## src/rtl/regfile_access_scheduler_if.sv

```systemverilog
// Request/response bundle between an upstream requester and the register
// file access scheduler: a write channel, a dual-read channel and the
// fixed-latency read response.
interface regfile_access_scheduler_if #(
  parameter int DATA_WIDTH = 16
);
  logic                  wr_valid;
  logic                  wr_ready;
  logic [4:0]            wr_addr;
  logic [DATA_WIDTH-1:0] wr_data;

  logic                  rd_valid;
  logic                  rd_ready;
  logic [4:0]            rd_addr1;
  logic [4:0]            rd_addr2;
  logic                  rd_en1;
  logic                  rd_en2;

  logic                  rsp_valid;
  logic [DATA_WIDTH-1:0] rsp_data1;
  logic [DATA_WIDTH-1:0] rsp_data2;

  // Requester side.
  modport master (
    output wr_valid, wr_addr, wr_data,
    output rd_valid, rd_addr1, rd_addr2, rd_en1, rd_en2,
    input  wr_ready, rd_ready,
    input  rsp_valid, rsp_data1, rsp_data2
  );

  // Scheduler side.
  modport slave (
    input  wr_valid, wr_addr, wr_data,
    input  rd_valid, rd_addr1, rd_addr2, rd_en1, rd_en2,
    output wr_ready, rd_ready,
    output rsp_valid, rsp_data1, rsp_data2
  );
endinterface

```

## src/rtl/regfile_access_scheduler.sv

```systemverilog
// Front-end for a 32-entry 2R/1W register file. Buffers one write and one
// dual-read request, issues them so a write never hits an address being read
// in the same cycle (the read wins, the write waits), and returns read data
// one cycle after issue, aligned to the file's registered outputs.
module regfile_access_scheduler #(
  parameter int DATA_WIDTH = 16
) (
  input  logic                  clk,
  input  logic                  reset,
  regfile_access_scheduler_if.slave req,
  output logic [DATA_WIDTH-1:0] rf_din,
  output logic [4:0]            rf_wad1,
  output logic [4:0]            rf_rad1,
  output logic [4:0]            rf_rad2,
  output logic                  rf_wen1,
  output logic                  rf_ren1,
  output logic                  rf_ren2,
  input  logic [DATA_WIDTH-1:0] rf_dout1,
  input  logic [DATA_WIDTH-1:0] rf_dout2,
  input  logic                  rf_collision,
  output logic [15:0]           conflict_cnt,
  output logic                  err_sticky
);

  // Holding registers: pend flags are reset, payload is not.
  logic                  wr_pend;
  logic [4:0]            wr_addr_q;
  logic [DATA_WIDTH-1:0] wr_data_q;
  logic                  rd_pend;
  logic [4:0]            rd_addr1_q;
  logic [4:0]            rd_addr2_q;
  logic                  rd_en1_q;
  logic                  rd_en2_q;

  logic                  dup;
  logic                  dup_q;
  logic                  conf;
  logic                  wr_issue;
  logic                  rd_issue;
  logic                  wr_hs;
  logic                  rd_hs;
  logic                  rsp_valid_q;

  // Issue decisions, derived only from held state so ready never depends on valid.
  always_comb begin
    // NOTE: every output of a combinational block gets a value on every path; here each is assigned unconditionally, so no latch can form.
    dup      = rd_en1_q & rd_en2_q & (rd_addr1_q == rd_addr2_q);
    conf     = rd_pend & wr_pend &
               ((rd_en1_q & (rd_addr1_q == wr_addr_q)) |
                (rd_en2_q & (rd_addr2_q == wr_addr_q)));
    rd_issue = rd_pend;
    wr_issue = wr_pend & ~conf;
    wr_hs    = req.wr_valid & req.wr_ready;
    rd_hs    = req.rd_valid & req.rd_ready;
  end

  assign req.wr_ready = ~wr_pend | wr_issue;
  assign req.rd_ready = ~rd_pend | rd_issue;

  // Register file drive: held values while pending, zero otherwise.
  assign rf_wen1 = wr_issue;
  assign rf_wad1 = wr_pend ? wr_addr_q : 5'd0;
  assign rf_din  = wr_pend ? wr_data_q : '0;
  assign rf_ren1 = rd_pend & rd_en1_q;
  assign rf_ren2 = rd_pend & rd_en2_q & ~dup;
  assign rf_rad1 = rd_pend ? rd_addr1_q : 5'd0;
  assign rf_rad2 = rd_pend ? rd_addr2_q : 5'd0;

  // Response: the file's outputs are already registered, so data passes straight through.
  assign req.rsp_valid = rsp_valid_q;
  assign req.rsp_data1 = rf_dout1;
  assign req.rsp_data2 = dup_q ? rf_dout1 : rf_dout2;

  // Pending flags: a handshake sets pend (even while the old entry issues), an issue alone clears it.
  always_ff @(posedge clk or posedge reset) begin
    if (reset) begin
      wr_pend <= 1'b0;
      rd_pend <= 1'b0;
    end else begin
      // NOTE: sequential state uses non-blocking assignments so every flop samples pre-edge values regardless of statement order.
      if (wr_hs)         wr_pend <= 1'b1;
      else if (wr_issue) wr_pend <= 1'b0;
      if (rd_hs)         rd_pend <= 1'b1;
      else if (rd_issue) rd_pend <= 1'b0;
    end
  end

  // Request payload capture on handshake.
  // NOTE: payload registers carry no reset; every use is gated by a pend flag that is reset, so their contents never matter while idle.
  always_ff @(posedge clk) begin
    if (wr_hs) begin
      wr_addr_q <= req.wr_addr;
      wr_data_q <= req.wr_data;
    end
    if (rd_hs) begin
      rd_addr1_q <= req.rd_addr1;
      rd_addr2_q <= req.rd_addr2;
      rd_en1_q   <= req.rd_en1;
      rd_en2_q   <= req.rd_en2;
    end
  end

  // Response valid and duplicate-address flag, one cycle behind the read issue.
  always_ff @(posedge clk or posedge reset) begin
    if (reset) begin
      rsp_valid_q <= 1'b0;
      dup_q       <= 1'b0;
    end else begin
      rsp_valid_q <= rd_issue;
      dup_q       <= rd_issue & dup;
    end
  end

  // Saturating count of cycles in which the write was held back by a read.
  always_ff @(posedge clk or posedge reset) begin
    if (reset) begin
      conflict_cnt <= 16'd0;
    end else if (conf && (conflict_cnt != 16'hFFFF)) begin
      conflict_cnt <= conflict_cnt + 16'd1;
    end
  end

  // Sticky record of any collision reported by the file.
  always_ff @(posedge clk or posedge reset) begin
    if (reset) begin
      err_sticky <= 1'b0;
    end else if (rf_collision) begin
      err_sticky <= 1'b1;
    end
  end

endmodule

```

## src/flat_wrapper.sv

```systemverilog
// flat-port wrapper written by rule: the top's interface ports become plain ports
module regfile_access_scheduler_flat 
#(
  parameter int DATA_WIDTH = 16
)
  (clk, reset, rf_din, rf_wad1, rf_rad1, rf_rad2, rf_wen1, rf_ren1, rf_ren2, rf_dout1, rf_dout2, rf_collision, conflict_cnt, err_sticky, req_wr_valid, req_wr_addr, req_wr_data, req_rd_valid, req_rd_addr1, req_rd_addr2, req_rd_en1, req_rd_en2, req_wr_ready, req_rd_ready, req_rsp_valid, req_rsp_data1, req_rsp_data2);
  regfile_access_scheduler_if #(.DATA_WIDTH(DATA_WIDTH)) req_i ();
  input  logic clk;
  input  logic reset;
  output logic [DATA_WIDTH-1:0] rf_din;
  output logic [4:0] rf_wad1;
  output logic [4:0] rf_rad1;
  output logic [4:0] rf_rad2;
  output logic rf_wen1;
  output logic rf_ren1;
  output logic rf_ren2;
  input  logic [DATA_WIDTH-1:0] rf_dout1;
  input  logic [DATA_WIDTH-1:0] rf_dout2;
  input  logic rf_collision;
  output logic [15:0] conflict_cnt;
  output logic err_sticky;
  input wire logic [$bits(req_i.wr_valid)-1:0] req_wr_valid;
  input wire logic [$bits(req_i.wr_addr)-1:0] req_wr_addr;
  input wire logic [$bits(req_i.wr_data)-1:0] req_wr_data;
  input wire logic [$bits(req_i.rd_valid)-1:0] req_rd_valid;
  input wire logic [$bits(req_i.rd_addr1)-1:0] req_rd_addr1;
  input wire logic [$bits(req_i.rd_addr2)-1:0] req_rd_addr2;
  input wire logic [$bits(req_i.rd_en1)-1:0] req_rd_en1;
  input wire logic [$bits(req_i.rd_en2)-1:0] req_rd_en2;
  output wire logic [$bits(req_i.wr_ready)-1:0] req_wr_ready;
  output wire logic [$bits(req_i.rd_ready)-1:0] req_rd_ready;
  output wire logic [$bits(req_i.rsp_valid)-1:0] req_rsp_valid;
  output wire logic [$bits(req_i.rsp_data1)-1:0] req_rsp_data1;
  output wire logic [$bits(req_i.rsp_data2)-1:0] req_rsp_data2;
  assign req_i.wr_valid = req_wr_valid;
  assign req_i.wr_addr = req_wr_addr;
  assign req_i.wr_data = req_wr_data;
  assign req_i.rd_valid = req_rd_valid;
  assign req_i.rd_addr1 = req_rd_addr1;
  assign req_i.rd_addr2 = req_rd_addr2;
  assign req_i.rd_en1 = req_rd_en1;
  assign req_i.rd_en2 = req_rd_en2;
  assign req_wr_ready = req_i.wr_ready;
  assign req_rd_ready = req_i.rd_ready;
  assign req_rsp_valid = req_i.rsp_valid;
  assign req_rsp_data1 = req_i.rsp_data1;
  assign req_rsp_data2 = req_i.rsp_data2;
  regfile_access_scheduler #(.DATA_WIDTH(DATA_WIDTH)) u_core (.clk(clk), .reset(reset), .req(req_i), .rf_din(rf_din), .rf_wad1(rf_wad1), .rf_rad1(rf_rad1), .rf_rad2(rf_rad2), .rf_wen1(rf_wen1), .rf_ren1(rf_ren1), .rf_ren2(rf_ren2), .rf_dout1(rf_dout1), .rf_dout2(rf_dout2), .rf_collision(rf_collision), .conflict_cnt(conflict_cnt), .err_sticky(err_sticky));
endmodule
```

## config.mk

```make
export PLATFORM = sky130hd
export DESIGN_NAME = regfile_access_scheduler_flat
export DESIGN_NICKNAME = d
export VERILOG_FILES = /design/src/rtl/regfile_access_scheduler_if.sv /design/src/rtl/regfile_access_scheduler.sv /design/src/flat_wrapper.sv
export SDC_FILE = /design/constraint.sdc
export NUM_CORES = 1
export LEC_CHECK = 0
export ABC_AREA = 0
export BUFFER_PORTS_ARGS = -buffer_cell sky130_fd_sc_hd__buf_2
export CAP_MARGIN = 20
export CORE_MARGIN = 2
export CORE_UTILIZATION = 44
export CTS_CLUSTER_DIAMETER = 150
export DETAILED_ROUTE_END_ITERATION = 8
export HOLD_SLACK_MARGIN = 0.02
export PLACE_DENSITY_LB_ADDON = 0.05
export SLEW_MARGIN = 10
export SYNTH_ARGS = -nofsm -noshare
export SYNTH_HDL_FRONTEND = slang
export SYNTH_SLANG_ARGS = --single-unit
```

## constraint.sdc

```tcl
create_clock -name clk -period 2.2 [get_ports clk]
set_input_delay 0.55 -clock clk [delete_from_list [all_inputs] [get_ports clk]]
set_output_delay 0.55 -clock clk [all_outputs]
set_load 0.005 [all_outputs]
```

==> impl_metrics.toml <==
[worst_setup_path]
reg2reg_depth = 12
crit_end = "rf_ren2"
path_max_fanout = 3
crit_start = "u_core.rd_addr2_q[2]$_DFFE_PP_"
start_kind = "register"
max_stage_delay_ps = 440
reg2reg_slack_ps = 100
worst_setup_path_end_kind = "output port"
critPathArrivalTime_ps = 1640
r2r-end = "u_core.dup_q$_DFF_PP0_"
crit_chain = "xor2_1, nor4_2, nand4_1, and3_1, buf_2"
crit_type = "register to output port"
worst_path_max_delay_cell = "edfxtp_1"
worstPathRequired_ps = 1650
reg2reg_from = "u_core.rd_addr2_q[2]$_DFFE_PP_"

[place]
routabilityCongestion = 0.757
hpwl_um = 4350
place_ws_ps = 143
numPortBuffers = 154

[logic_synthesis]
ys_seq_area_frac = 0.548
synth_edf_count = 33
synthesis.area_um2 = 2770
yosysUniqueCellTypes = 32
avgSynthCellArea_um2 = 13.1
ys_ff_latch = 54
ys_async_sr_fraction = 0.389
yosysWarnings = 0
synth_ff_type = "edfxtp_1"
syn_inst = 211
syn-num-nets = 282

[flow_run]
max-cap-violations = 0

[floorplan]
die_h_um = 83.3
start_util = 0.462
core_area_um2 = 5990
dieArea_um2 = 6940
row_count = 28
io_pins = 156
die_w_um = 83.3

[final_layout]
drive_above_1_share = 0.591
syn_to_final_growth_pct = 33.9
nNetsFinal = 434
diodes = 0
final_common_cell = "buf_2"
multi_input_area_um2 = 1050
final_cell_mix = "154 x buf_2, 34 x and2_1, 33 x edfxtp_1"
nFillCells = 509
ff_latch_area_um2 = 1520

[global_routing]
grt_max_degree = 23
grt_pass1_vias = 2015
grt_first_pass_wirelength_um = 9060
antenna_found_initial = 0
overflow = 0
grtUsageTotal = 0.158

[route]
vias = 2065
wl_per_cell_um = 12.7
drc = 0
dr.pass1.iters = 4
postRouteWirelength_um = 5600
ant_nets = 0
detail_route.vias_per_cell = 4.70
drtIter0Drc = 60

[cts]
clock_sinks = 54
insertion_delay_ps = 290
hold_buffers = 0
numCtsBuffers = 5
cts_tree = "done"
clkTransAtPathRegs_ps = 90
root_buffer = "clkbuf_8"
clockBufferDepth = 2
cts_htree_levels = 2

[power_and_ir_drop]
ir_drop_mv = 0.370
power_density_nw_per_um2 = 572
leakage_nw = 1.80

[timing]
rsz0062_at_grt = "yes"
clock_skew_ps = 5.03
fin_crit_ps = 2190
fin_ws_ps = 11.0
whs_ps = 268
hold_violations = 0
slew_viol_final = 0
fmax_mhz = 457
worst_pin_slew_ps = 912
period_share = 0.995
setup-violations-final = 0
slew_headroom = 0.392

[outcome]
outcome = "complete, no violations"

[hold_path]
hp-class = "input port to async pin"
-- synthesized netlist by cell type, types with 2 or more instances --
library cell	n	area (µm²)
buf_6	2	22.5
xnor2_1	12	105
clkbuf_1	4	15.0
dfrtp_1	21	526
nand2_1	6	22.5
nor3_2	8	80.1
and3_1	2	12.5
buf_8	2	30.0
nor2_1	3	11.3
buf_4	17	128
mux2_2	16	180
inv_1	3	11.3
and2_1	34	213
xor2_1	18	158
edfxtp_1	33	991
nand3_1	4	20.0
nor4b_2	2	30.0
nand4_1	6	37.5
nand4_2	2	25.0
nor4_2	4	50.1
-- per-layer routing --
layer	global-route usage	wire length, µm	vias up
li1	-	-	1010
met5	0	0	-
met4	0.0462	68	0
met2	0.275	2820	94
met3	0.0527	521	8
met1	0.185	2190	953
-- state kept, by name (all words and copies together) (netlist names) --
signal                flops
u_core.rd_addr2_q         5
u_core.wr_pend            1
u_core.rd_en2_q           1
u_core.err_sticky         1
u_core.wr_data_q         16
u_core.rd_en1_q           1
u_core.wr_addr_q          5
u_core.conflict_cnt      16
u_core.rd_addr1_q         5
u_core.req.rsp_valid      1
u_core.dup_q              1
u_core.rd_issue           1
-- repair_timing --
item	in CTS	in global routing
setup buffers	8	2
resized for setup	1	5
pin swaps	5	7
setup endpoints to repair	2	24
-- stage by stage --
stage               cells  total power, mW  TNS, ps  cell area, µm²   util
floorplan             211             1.35        0            2770      -
global placement      421             1.50        0            3500  0.584
detailed placement    421             1.50        0            3500  0.584
CTS                   437             2.15    -16.0            3670  0.613
global route          439             2.22     -116            3700  0.618
finish                439             2.12        0            3700  0.618
-- cells by family (layout without fill, tap and decap cells) --
| family | count (synthesis) | in the layout | synth area share |
|---|---|---|---|
| other cells | 1 | 1 | 0.00136 |
| mux | 17 | 17 | 0.0706 |
| fa+ha+maj | 1 | 1 | 0.00452 |
| flops | 54 | 54 | 0.548 |
| xor+xnor | 30 | 30 | 0.0950 |
| compound gates | 1 | 1 | 0.00317 |
| buf+inv | 29 | 182 | 0.0760 |
| simple gates | 78 | 78 | 0.201 |
-- cell type report --
cell class / instances / area share
clock buffers: 7 / 0.0206
clock inverters: 1 / 0.00811
inverters: 3 / 0.00304
multi-input cells: 128 / 0.282
flip-flops and latches: 54 / 0.409
well taps: 75 / 0.0253
repair buffers: 171 / 0.251
-- where the power goes --
group	switching, mW	total, mW	internal [mW]
Sequential	0.0437	1.19	1.14
Clock	0.294	0.635	0.341
Combinational	0.124	0.299	0.174
-- how the worst min path moves through the flow --
stage	startpoint	end	slack, ps	depth (start not counted)
final	reset	u_core.conflict_cnt[10]$_DFFE_PP0P_	270	3
after global routing	reset	u_core.conflict_cnt[10]$_DFFE_PP0P_	290	3
after CTS	reset	u_core.conflict_cnt[10]$_DFFE_PP0P_	260	3
after detailed placement	u_core.err_sticky$_DFFE_PP0P_	u_core.err_sticky$_DFFE_PP0P_	450	1
after global placement	u_core.err_sticky$_DFFE_PP0P_	u_core.err_sticky$_DFFE_PP0P_	450	1
after floorplan	u_core.rd_issue$_DFF_PP0_	u_core.req.rsp_valid$_DFF_PP0_	430	0
-- critical path: cells and delay by family, from the launching register on --
kind / cells / cell delay [ps]
XOR/XNOR: 1 / 190
flip-flops: 1 / 440
AND/OR/NAND/NOR: 3 / 600
buffers and inverters: 1 / 120
Note: power is estimated with default switching activity, not from simulation.
